--- src/rtl/param_fifo.sv ---
// Synchronous FIFO with show-ahead or registered output, level tracking,
// almost-full/empty flags and an overflow pulse on refused writes.
module param_fifo #(
  parameter int DATA_W    = 32,
  parameter int DEPTH     = 16,
  parameter int OUT_REG   = 0,
  parameter int AFULL_TH  = DEPTH - 2,
  parameter int AEMPTY_TH = 1,
  parameter int LVL_W     = $clog2(DEPTH + 2)
) (
  input  logic              clk_i,
  input  logic              rst_i,
  input  logic              flush_i,
  input  logic [DATA_W-1:0] wr_data_i,
  input  logic              wr_vld_i,
  output logic              wr_rdy_o,
  output logic [DATA_W-1:0] rd_data_o,
  output logic              rd_vld_o,
  input  logic              rd_rdy_i,
  output logic [LVL_W-1:0]  level_o,
  output logic              almost_full_o,
  output logic              almost_empty_o,
  output logic              ovf_o
);

  localparam int AW = $clog2(DEPTH);
  localparam int PW = AW + 1;

  logic [DATA_W-1:0] mem [DEPTH];
  logic [PW-1:0]     wr_ptr_reg;
  logic [PW-1:0]     rd_ptr_reg;
  logic [LVL_W-1:0]  level_reg;
  logic              ovf_reg;

  logic mem_empty;
  logic mem_full;
  logic wr_fire;
  logic mem_pop;
  logic rd_fire;

  // Extra pointer MSB distinguishes full from empty when the address bits match.
  assign mem_empty = (wr_ptr_reg == rd_ptr_reg);
  assign mem_full  = (wr_ptr_reg[PW-1] != rd_ptr_reg[PW-1]) &&
                     (wr_ptr_reg[AW-1:0] == rd_ptr_reg[AW-1:0]);
  assign wr_rdy_o  = !mem_full;
  assign wr_fire   = wr_vld_i && !mem_full;

  // Storage is left unreset; a write into the free slot during flush is harmless.
  always_ff @(posedge clk_i) begin
    if (wr_fire) begin
      mem[wr_ptr_reg[AW-1:0]] <= wr_data_i;
    end
  end

  always_ff @(posedge clk_i or posedge rst_i) begin
    if (rst_i) begin
      wr_ptr_reg <= '0;
      rd_ptr_reg <= '0;
      level_reg  <= '0;
      ovf_reg    <= 1'b0;
    end else if (flush_i) begin
      wr_ptr_reg <= '0;
      rd_ptr_reg <= '0;
      level_reg  <= '0;
      ovf_reg    <= 1'b0;
    end else begin
      if (wr_fire) begin
        wr_ptr_reg <= wr_ptr_reg + PW'(1);
      end
      if (mem_pop) begin
        rd_ptr_reg <= rd_ptr_reg + PW'(1);
      end
      ovf_reg <= wr_vld_i && mem_full;
      // Level tracks external transfers only; a memory-to-register move is neutral.
      if (wr_fire && !rd_fire) begin
        level_reg <= level_reg + LVL_W'(1);
      end else if (!wr_fire && rd_fire) begin
        level_reg <= level_reg - LVL_W'(1);
      end
    end
  end

  generate
    if (OUT_REG == 0) begin : g_show_ahead
      assign mem_pop   = !mem_empty && rd_rdy_i;
      assign rd_fire   = mem_pop;
      assign rd_vld_o  = !mem_empty;
      assign rd_data_o = mem[rd_ptr_reg[AW-1:0]];
    end else begin : g_out_reg
      logic              out_vld_reg;
      logic [DATA_W-1:0] out_data_reg;

      assign rd_fire = out_vld_reg && rd_rdy_i;
      // Refill whenever the register is empty or being drained this cycle.
      assign mem_pop = !mem_empty && (!out_vld_reg || rd_rdy_i);

      always_ff @(posedge clk_i or posedge rst_i) begin
        if (rst_i) begin
          out_vld_reg  <= 1'b0;
          out_data_reg <= '0;
        end else if (flush_i) begin
          out_vld_reg <= 1'b0;
        end else if (mem_pop) begin
          out_vld_reg  <= 1'b1;
          out_data_reg <= mem[rd_ptr_reg[AW-1:0]];
        end else if (rd_fire) begin
          out_vld_reg <= 1'b0;
        end
      end

      assign rd_vld_o  = out_vld_reg;
      assign rd_data_o = out_data_reg;
    end
  endgenerate

  assign level_o        = level_reg;
  assign almost_full_o  = (level_reg >= LVL_W'(AFULL_TH));
  assign almost_empty_o = (level_reg <= LVL_W'(AEMPTY_TH));
  assign ovf_o          = ovf_reg;

endmodule

--- config.mk ---
export PLATFORM = sky130hd
export DESIGN_NAME = param_fifo
export DESIGN_NICKNAME = d
export VERILOG_FILES = /design/src/rtl/param_fifo.sv
export SDC_FILE = /design/constraint.sdc
export NUM_CORES = 1
export LEC_CHECK = 0
export ABC_AREA = 1
export CAP_MARGIN = 20
export CORE_ASPECT_RATIO = 1.4
export CORE_MARGIN = 4
export CORE_UTILIZATION = 65
export DETAILED_ROUTE_END_ITERATION = 8
export HOLD_SLACK_MARGIN = 0.06
export PLACE_DENSITY = 0.88
export RECOVER_POWER = 100
export REMOVE_ABC_BUFFERS = 1
export SLEW_MARGIN = 30
export SYNTH_ARGS = -nofsm -noshare
export SYNTH_HDL_FRONTEND = slang
export SYNTH_SLANG_ARGS = --single-unit
--- constraint.sdc ---
create_clock -name clk_i -period 8.5 [get_ports clk_i]
set_input_delay 2.55 -clock clk_i [delete_from_list [all_inputs] [get_ports clk_i]]
set_output_delay 2.55 -clock clk_i [all_outputs]
set_load 0.005 [all_outputs]
==> impl_results.md <==
* Maxcap violations at 28
* Final Cycle Share at 0.922
* Final Max Slew Viols at 575
* Fin worst setup slack at 0.661 ns
* Peak Freq at 128 MHz
* Int Pwr at 0.00436 W
* Rel. slew slack at -0.633
* Yosys warning total at 0
* Net switching power at 0.00155 W
* Vias in the first global route at 13600
* Placeable Area at 31600 µm²
* Logic pwr share at 0.160
* Most numerous cell in the Yosys netlist: edfxtp_1
* CTS Buffer Depth at 3
* Slew @ Worst Pin at 2.44 ns
* Crit path kind: reg -> out
* DRC Markers at 0
* Setup Skew at 0.0107 ns
* Post-cts sizing count at 0
* Die X at 159 µm
* Num ports at 79
* Critical Path AT at 5.29 ns
* Worst Setup Start Kind: flip-flop
* First-pass GRT wire length at 76600 µm
* Mapped Cells at 1550
* Slowest cell on the critical path: dfrtp_1
* Largest register FFs at 512
* Clock share of power at 0.340
* P&R area growth vs syn at 11.8%
* Final setup fails at 0
* Violated checks: max-capacitance violations, max-slew violations
* Fin. Hold Viols at 0
* Static Leakage at 7.57 nW
* Gr ovfl total at 0
* Post-DRT Antenna Nets at 0
* Mapped Avg Cell Area at 13.4 µm²
* VDD IR max at 155 µV
* CP delay by family, top: buffers and inverters
* Antenna violations before repair at 4
* Hold buffers post-CTS at 0
* CTS tree: yes
* Unrepaired setup endpoints after global routing: no
* Worst-path cell chain: clkinv_2, clkbuf_2, o21ai_0, o22ai_1, o211ai_1, nand3_1, clkdlybuf4s50_1
* Die Span Y at 220 µm
* Number of flops mapped to enable cells by yosys at 512
* Worst-path clk slew at 0.06 ns
* R2R depth at 10
* Power Density at 255 nW/µm²
* CTS Buf Count at 46
* GP Congestion at 0.820
* Overall Global Routing Usage at 0.285
* Post-synth top flop: edfxtp_1
* Initial Utilization at 0.657
* Syn Std Cell Area at 20800 µm²
* Critical path fanouts, max at 53
* Top cells by area, synth: edfxtp_1, o21ai_0, nor2_1
* Nets@finish at 1645
* Vias at 13700
* Sequential-to-total area share from yosys stat at 0.759
* 1st-pass router iterations at 9
* Synth cell count leaders: edfxtp_1, nor2_1, o21ai_0
* Vias per cell at 6.78
* Cell taking the most area after synthesis: edfxtp_1
* Hold Path Cell Cnt at 1
* Switching Share at 0.262
* Crit path time final at 7.84 ns
* Root Buffer: clkbuf_16
* WL per Instance at 25.0 µm
* Fraction of layout cells with a size suffix above 1 at 0.0521
* Post-CTS Setup Repair Bufs at 0
* Clk_lat worst skew at 0.56 ns
* Post-synth top area share at 0.740
* Worst path depth at 7
* Largest net degree at the start of global routing at 165
* DP Wirelength at 26600 µm
* Clk sinks at 528
* Worst stage delay on the critical path at 1.25 ns
* Number of placement rows at 77
* Drt initial violations at 2085
* Synthesis-stage register bit count at 528
* Pre-CTS WS at 2.01 ns
* H-Tree Depth at 2
* Routed WL at 50800 µm
* Tot Pwr at 0.00591 W
* Sequential Power Share at 0.500
* Crit. End Element: output port
* Hold Crit Class: reg -> reg
* Outcome: finished, violations left
* WP data required at 5.95 ns
* # port buffers at 78
* Worst path bufs/invs at 3
* Async S/R FF share, synth at 0.0303
* Yosys cell types at 33
* Die area at 34900 µm²
## worst reg2reg max path: cells and delay by family (launching register included)
kind / cells / cell delay [ns]
buffers and inverters: 3 / 2.94
AND/OR/NAND/NOR: 7 / 2.66
flip-flops: 1 / 1.25
## path summary, 6_finish.rpt
| check | startpoint | endpoint | slack, ns |
|---|---|---|---|
| worst max-delay path | rd_ptr_reg[1]$_DFFE_PP0P_ | rd_data_o[6] | 0.66 |
| worst min-delay path | wr_ptr_reg[4]$_DFFE_PP0P_ | wr_ptr_reg[4]$_DFFE_PP0P_ | 0.53 |
| min in group asynchronous | rst_i | level_o[3]$_DFFE_PP0P_ | 2.51 |
| max in group asynchronous | rst_i | rd_ptr_reg[0]$_DFFE_PP0P_ | 5.50 |
| worst max register to register | rd_ptr_reg[1]$_DFFE_PP0P_ | mem[7][16]$_DFFE_PP_ | 1.27 |
| worst min register to register | wr_ptr_reg[4]$_DFFE_PP0P_ | wr_ptr_reg[4]$_DFFE_PP0P_ | 0.53 |
## area by class of cell
class | count | area (µm²)
sequential | 528 | 15800
fill | 1759 | 8380
multi-input combinational | 904 | 4510
clock buffer | 52 | 1240
timing repair buffer | 104 | 931
tap | 395 | 494
clock inverter | 28 | 196
inverter | 15 | 67.6
antenna | 2 | 5.00
## per-stage QoR
stage / instance area [µm²] / cells / util / setup TNS [ns] / hold slack (ns)
floorplan: 20400 / 1447 / - / -57.14 / 0.454
global placement: 22000 / 1945 / 0.695 / 0 / 0.469
detailed placement: 22000 / 1946 / 0.696 / 0 / 0.498
CTS: 23400 / 2026 / 0.741 / 0 / 0.524
global route: 23200 / 2027 / 0.735 / 0 / 0.549
finish: 23200 / 2028 / 0.735 / 0 / 0.530
## cell families (layout without fill, tap and decap cells)
logic type,count (synthesis),in the layout,share of synthesized area
buf+inv,118,199,0.0228
fa+ha+maj,9,9,0.00542
xor+xnor,7,7,0.00295
other cells,0,2,0
simple gates,476,476,0.0942
compound gates,412,412,0.115
flops,528,528,0.759
## layout by cell type (no fill, tap or decap), types with 9 or more instances in the layout
master,instances
o21ai_0,261
ha_1,9
o211ai_1,12
dfrtp_1,14
o221ai_1,52
o22ai_1,76
nand3_1,63
nor2_1,283
edfxtp_1,512
nand2_1,116
clkbuf_16,49
dlygate4sd3_1,73
clkbuf_1,19
clkinv_1,18
## layer usage
layer,up-vias,part of all wire,track usage
met5,-,0.00083,0
met4,6,0.038,0.117
met3,180,0.11,0.0498
met2,1017,0.51,0.493
met1,6661,0.34,0.362
li1,5884,-,-
## power groups by stage
stage	clock network, W	logic [W]	registers (W)
floorplan	0	0.000512	0.00303
global placement	0	0.000899	0.00301
detailed placement	0	0.000946	0.00301
CTS	0.00201	0.000966	0.00295
global route	0.00213	0.00103	0.00296
finish	0.00201	0.000945	0.00295
Power figures use the tool's default switching activity.
